--- src/rtl/uart_tx_arbiter.sv ---
// uart_tx_arbiter
//   Round-robin, packet-aware arbiter sharing one UART transmitter between
//   NUM_REQ byte sources. A grant is held from the first byte of a packet up
//   to the byte flagged last. Bytes are paced by the transmitter's ready
//   level, which is asynchronous and resynchronised here. A transfer stalled
//   in LOAD or NEXT for TIMEOUT_CYC cycles is abandoned.
//
// Ports
//   clk, rstn      core clock, asynchronous active-low reset
//   req_valid      per-requester byte valid
//   req_data       byte of requester i at [8i+7:8i]
//   req_last       byte is the last of its packet
//   req_ready      byte accepted this cycle (combinational, at most one bit)
//   tx_data        byte presented to the transmitter
//   tx_data_valid  byte valid to the transmitter
//   tx_ready       transmitter idle / can accept (asynchronous to clk)
//   grant_id       current / last granted requester
//   busy           arbiter not idle
//   timeout_err    one-cycle pulse when a transfer is abandoned
module uart_tx_arbiter #(
  parameter int unsigned NUM_REQ     = 4,
  parameter int unsigned TIMEOUT_CYC = 4096,
  parameter int unsigned SYNC_STAGES = 2
) (
  input  logic                         clk,
  input  logic                         rstn,
  input  logic [NUM_REQ-1:0]           req_valid,
  input  logic [8*NUM_REQ-1:0]         req_data,
  input  logic [NUM_REQ-1:0]           req_last,
  output logic [NUM_REQ-1:0]           req_ready,
  output logic [7:0]                   tx_data,
  output logic                         tx_data_valid,
  input  logic                         tx_ready,
  output logic [$clog2(NUM_REQ)-1:0]   grant_id,
  output logic                         busy,
  output logic                         timeout_err
);

  localparam int unsigned IDW = $clog2(NUM_REQ);
  localparam int unsigned TW  = $clog2(TIMEOUT_CYC + 1);

  typedef enum logic [1:0] {
    S_IDLE,
    S_LOAD,
    S_DONE,
    S_NEXT
  } state_e;

  state_e                 state_q, state_d;
  logic [SYNC_STAGES-1:0] sync_q;
  logic                   rdy_s;
  logic [IDW-1:0]         rr_ptr_q, rr_ptr_d;
  logic [IDW-1:0]         grant_q, grant_d;
  logic [7:0]             data_q, data_d;
  logic                   valid_q, valid_d;
  logic                   last_q, last_d;
  logic [TW-1:0]          timer_q, timer_d;
  logic                   tout_q, tout_d;

  logic                   found;
  logic [IDW-1:0]         win;
  int unsigned            idx;
  logic [7:0]             req_bytes [NUM_REQ];
  logic                   expired;

  function automatic logic [IDW-1:0] next_id(input logic [IDW-1:0] id);
    return (32'(id) == NUM_REQ - 1) ? '0 : id + 1'b1;
  endfunction

  // Ready synchroniser: shift tx_ready in at bit 0, decide on the oldest bit.
  always_ff @(posedge clk or negedge rstn) begin
    if (!rstn) begin
      sync_q <= '0;
    end else begin
      sync_q <= (sync_q << 1) | SYNC_STAGES'(tx_ready);
    end
  end

  assign rdy_s = sync_q[SYNC_STAGES-1];

  always_comb begin
    for (int unsigned i = 0; i < NUM_REQ; i++) begin
      req_bytes[i] = req_data[8*i +: 8];
    end
  end

  // Round-robin scan starting at rr_ptr; first valid requester wins.
  always_comb begin
    found = 1'b0;
    win   = '0;
    idx   = 0;
    for (int unsigned k = 0; k < NUM_REQ; k++) begin
      idx = (32'(rr_ptr_q) + k) % NUM_REQ;
      if (!found && req_valid[IDW'(idx)]) begin
        found = 1'b1;
        win   = IDW'(idx);
      end
    end
  end

  assign expired = (timer_q == TW'(TIMEOUT_CYC - 1));

  always_comb begin
    state_d   = state_q;
    rr_ptr_d  = rr_ptr_q;
    grant_d   = grant_q;
    data_d    = data_q;
    valid_d   = valid_q;
    last_d    = last_q;
    tout_d    = 1'b0;
    req_ready = '0;

    unique case (state_q)
      S_IDLE: begin
        if (rdy_s && found) begin
          req_ready[win] = 1'b1;
          data_d         = req_bytes[win];
          last_d         = req_last[win];
          grant_d        = win;
          valid_d        = 1'b1;
          state_d        = S_LOAD;
        end
      end
      S_LOAD: begin
        // A low synchronised ready means the transmitter has taken the byte;
        // that wins over a coincident timeout.
        if (!rdy_s) begin
          valid_d = 1'b0;
          state_d = S_DONE;
        end else if (expired) begin
          valid_d  = 1'b0;
          tout_d   = 1'b1;
          rr_ptr_d = next_id(grant_q);
          state_d  = S_IDLE;
        end
      end
      S_DONE: begin
        if (rdy_s) begin
          if (last_q) begin
            rr_ptr_d = next_id(grant_q);
            state_d  = S_IDLE;
          end else begin
            state_d = S_NEXT;
          end
        end
      end
      S_NEXT: begin
        req_ready[grant_q] = req_valid[grant_q];
        if (req_valid[grant_q]) begin
          data_d  = req_bytes[grant_q];
          last_d  = req_last[grant_q];
          valid_d = 1'b1;
          state_d = S_LOAD;
        end else if (expired) begin
          tout_d   = 1'b1;
          rr_ptr_d = next_id(grant_q);
          state_d  = S_IDLE;
        end
      end
      default: begin
        state_d = S_IDLE;
        valid_d = 1'b0;
      end
    endcase

    // Timer restarts on every state entry and only runs in LOAD and NEXT.
    if (state_d != state_q) begin
      timer_d = '0;
    end else if (state_q == S_LOAD || state_q == S_NEXT) begin
      timer_d = timer_q + 1'b1;
    end else begin
      timer_d = '0;
    end
  end

  always_ff @(posedge clk or negedge rstn) begin
    if (!rstn) begin
      state_q  <= S_IDLE;
      rr_ptr_q <= '0;
      grant_q  <= '0;
      data_q   <= '0;
      valid_q  <= 1'b0;
      last_q   <= 1'b0;
      timer_q  <= '0;
      tout_q   <= 1'b0;
    end else begin
      state_q  <= state_d;
      rr_ptr_q <= rr_ptr_d;
      grant_q  <= grant_d;
      data_q   <= data_d;
      valid_q  <= valid_d;
      last_q   <= last_d;
      timer_q  <= timer_d;
      tout_q   <= tout_d;
    end
  end

  assign tx_data       = data_q;
  assign tx_data_valid = valid_q;
  assign grant_id      = grant_q;
  assign busy          = (state_q != S_IDLE);
  assign timeout_err   = tout_q;

endmodule
--- config.mk ---
export PLATFORM = sky130hd
export DESIGN_NAME = uart_tx_arbiter
export DESIGN_NICKNAME = d
export VERILOG_FILES = /design/src/rtl/uart_tx_arbiter.sv
export SDC_FILE = /design/constraint.sdc
export NUM_CORES = 1
export LEC_CHECK = 0
export CAP_MARGIN = 20
export CORE_MARGIN = 2
export CORE_UTILIZATION = 35
export CTS_BUF_LIST = sky130_fd_sc_hd__clkbuf_2 sky130_fd_sc_hd__clkbuf_4 sky130_fd_sc_hd__clkbuf_8
export CTS_CLUSTER_SIZE = 16
export DETAILED_ROUTE_END_ITERATION = 16
export PLACE_DENSITY_LB_ADDON = 0.25
export SKIP_LAST_GASP = 1
export SYNTH_ARGS = -nofsm -noshare
export SYNTH_HDL_FRONTEND = slang
export SYNTH_SLANG_ARGS = --single-unit
--- constraint.sdc ---
create_clock -name clk -period 1.9 [get_ports clk]
set_input_delay 0.38 -clock clk [delete_from_list [all_inputs] [get_ports clk]]
set_output_delay 0.38 -clock clk [all_outputs]
set_load 0.05 [all_outputs]
==> flow_metrics.tcl <==
set metrics [dict create \
    status "complete, but fails checks" \
    violations "negative setup slack" \
    initial_core_util_pct 36.6 \
    synth_area_leaders "dfrtp_1 34%, mux2i_1 12%, mux4_2 9.6%" \
    cts_sinks 32 \
    drt-vias-per-instance 5.29 \
    wl_per_cell_um 16.0 \
    numPortBuffers 59 \
    cap_violations 0 \
    drive_gt1_share_pct 43.3 \
    gp_congestion 0.847 \
    finalCritPeriodShare_pct 120 \
    path_class "in -> out" \
    ys_seq_elements 32 \
    timing.fmax_mhz 437 \
    ys_types 46 \
    critPathLaunchType "input port" \
    path_clk_slew_ns 0.06 \
    endpoint_kind "primary output" \
    hold_buffers 0 \
    synth_top_area_share_pct 34.1 \
    setup_viol 26 \
    tns_ns -5.74 \
    hold_viol 0 \
    drc 0 \
    die_x_um 85.9 \
    die_y_um 85.9 \
    yosys_most_used_dff "dfrtp_1" \
    cts_tree "done" \
    n_antenna_cell 0 \
    tightest_slew_ns 0.489 \
    rows 29 \
    grt_overflow 0 \
    htree_levels 2 \
    first_pass_iters 4 \
    slew_viol_final 0 \
    area_growth_pct 68.9 \
    required_ns 1.52 \
    fillCellCount 535 \
    rsz0062_at_grt "true" \
    dp_slack_ns -0.650 \
    cts_max_path_buffers 2 \
    cts_buffers 5 \
    hpwl_mm 4.45 \
    critical_path.max_fanout 5 \
    leakage_nw 1.72 \
    power.total_mw 6.24 \
    grt_max_degree 33 \
    synth_area_mm2 0.00235 \
    drt_wl_total_mm 6.98 \
    synth_edf_count 0 \
    grt_antenna_before_repair 0 \
    vias 2310 \
    syn_nets 291 \
    yosysWarningCount 0 \
    worst_slack_ns -0.386 \
    power_density_mw_per_mm2 1570 \
    io_pins 60 \
    clk_latency_ns 0.29 \
    first_global_vias 2348 \
    ant_nets 0 \
    syn_area_per_cell_um2 9.87 \
    ir_worst_vdd_mv 0.916 \
    clockRootBuffer "clkbuf_8" \
    hold_class "reg -> reg" \
    nets 412 \
    async_reset_ff_share_pct 100 \
    drtIter0Drc 41 \
    core-area_mm2 0.00642 \
    grt_first_pass_wirelength_mm 10.7 \
    dieArea_mm2 0.00738 \
    synth_common_cells "35 x nor2_1, 32 x dfrtp_1, 28 x mux2i_1" \
    yosysMostFrequentCell "nor2_1" \
    clock_skew_ns 0.00563 \
    track_usage_pct 18.0 \
    ys_seq_area_share_pct 34.1 \
    finalCriticalPeriod_ns 2.29 \
    fin_cells 437 \
    dp.cells 406 \
    yosysTopAreaCell "dfrtp_1" \
    cp_data_arrival_time_ns 1.91 \
    max_slew_margin_pct 67.3 \
    postSynthCellCount 238 \
]
[cells by family after synthesis]
family	count (synthesis)	share of synthesized area [%]
multiplexers	39	22.0
flip-flops	32	34.1
AO/OA/AOI/OAI	41	14.0
buffers and inverters	21	4.26
adder cells (fa/ha/maj)	10	5.32
AND/OR/NAND/NOR	85	16.6
XOR/XNOR	10	3.73
[final cells by class]
| type | count | area, um^2 | area share (%) |
|---|---|---|---|
| Clock inverter | 1 | 5.00 | 0.126 |
| Clock buffer | 7 | 83.8 | 2.11 |
| Tap cell | 77 | 96.3 | 2.43 |
| Timing Repair Buffer | 125 | 1200 | 30.3 |
| Inverter | 10 | 43.8 | 1.10 |
| Sequential cell | 32 | 806 | 20.3 |
| Multi-Input combinational cell | 185 | 1730 | 43.6 |
[cell usage in the layout (no fill, tap or decap), types with 2 or more instances in the layout]
| master | n |
|---|---|
| a211oi_2 | 2 |
| a21oi_1 | 2 |
| a21oi_2 | 3 |
| a21oi_4 | 2 |
| a221o_1 | 9 |
| a22oi_2 | 2 |
| and2_4 | 2 |
| and3_1 | 4 |
| buf_12 | 6 |
| buf_4 | 62 |
| buf_6 | 10 |
| clkbuf_16 | 2 |
| clkbuf_4 | 2 |
| clkbuf_8 | 5 |
| clkdlybuf4s50_1 | 40 |
| dfrtp_1 | 28 |
| dfrtp_2 | 4 |
| dlygate4sd2_1 | 3 |
| ha_1 | 5 |
| ha_2 | 3 |
| ha_4 | 2 |
| inv_1 | 5 |
| inv_2 | 3 |
| mux2i_1 | 26 |
| mux4_2 | 10 |
| nand2_1 | 19 |
| nand2_2 | 2 |
| nand2b_1 | 2 |
| nand3_1 | 7 |
| nand4_1 | 2 |
| nor2_1 | 26 |
| nor2_2 | 3 |
| nor2_4 | 8 |
| o21ai_0 | 4 |
| o21ai_2 | 2 |
| xnor2_1 | 3 |
| xor2_1 | 7 |
[worst max-delay path: stages]
cell and delay [ns]:
dlygate4sd2_1 0.36, nor2_1 0.10, a221oi_2 0.21, o211ai_1 0.22
nor2_2 0.23, a22oi_2 0.10, nor2_4 0.15, buf_8 0.16
[per-layer routing]
metal,vias to the layer above,routed length (um),global-route usage [%]
li1,1122,-,-
met1,1120,2890,22.0
met2,62,3660,31.4
met3,6,395,4.72
met4,0,34,4.33
met5,-,0,0
[worst paths after layout]
check | start | end | slack (ns) | depth (start not counted)
max | req_valid[2] | req_ready[2] | -0.39 | 8
min | sync_q[0] | sync_q[1] | 0.36 | 0
max reg2reg | rr_ptr_q[1] | tx_data[0] | -0.33 | 9
min reg2reg | sync_q[0] | sync_q[1] | 0.36 | 0
max in group asynchronous | rstn | state_q[1] | 1.09 | 2
min in group asynchronous | rstn | timer_q[9] | 0.49 | 2
[state kept, by name, indices dropped and copies added, names as in the netlist]
signal / flops
timer_q: 13
tx_data: 8
grant_id: 2
rr_ptr_q: 2
state_q: 2
sync_q: 2
last_q: 1
timeout_err: 1
tx_data_valid: 1
[where the power goes]
part / leakage, nW / internal (mW) / switching, mW / total [mW]
Sequential: 0.408 / 0.888 / 0.177 / 1.06
Clock: 0.0491 / 0.285 / 0.248 / 0.533
Combinational: 1.26 / 2.29 / 2.35 / 4.64
[metrics by stage]
stage               cell area (um^2)  util, %  hold slack (ns)
floorplan                       2410        -           0.0844
global placement                3390     52.7            0.347
detailed placement              3390     52.7            0.337
CTS                             3640     56.6            0.361
global route                    3970     61.8            0.362
finish                          3970     61.8            0.357
[what timing repair did]
action                                 CTS  global route
pin swaps                               11            23
setup endpoints to repair               29            29
resized for setup                       32            41
endpoints found under the hold margin    0             0
gates cloned                             1             3
setup buffers                            8            13
Power figures use the tool's default switching activity.
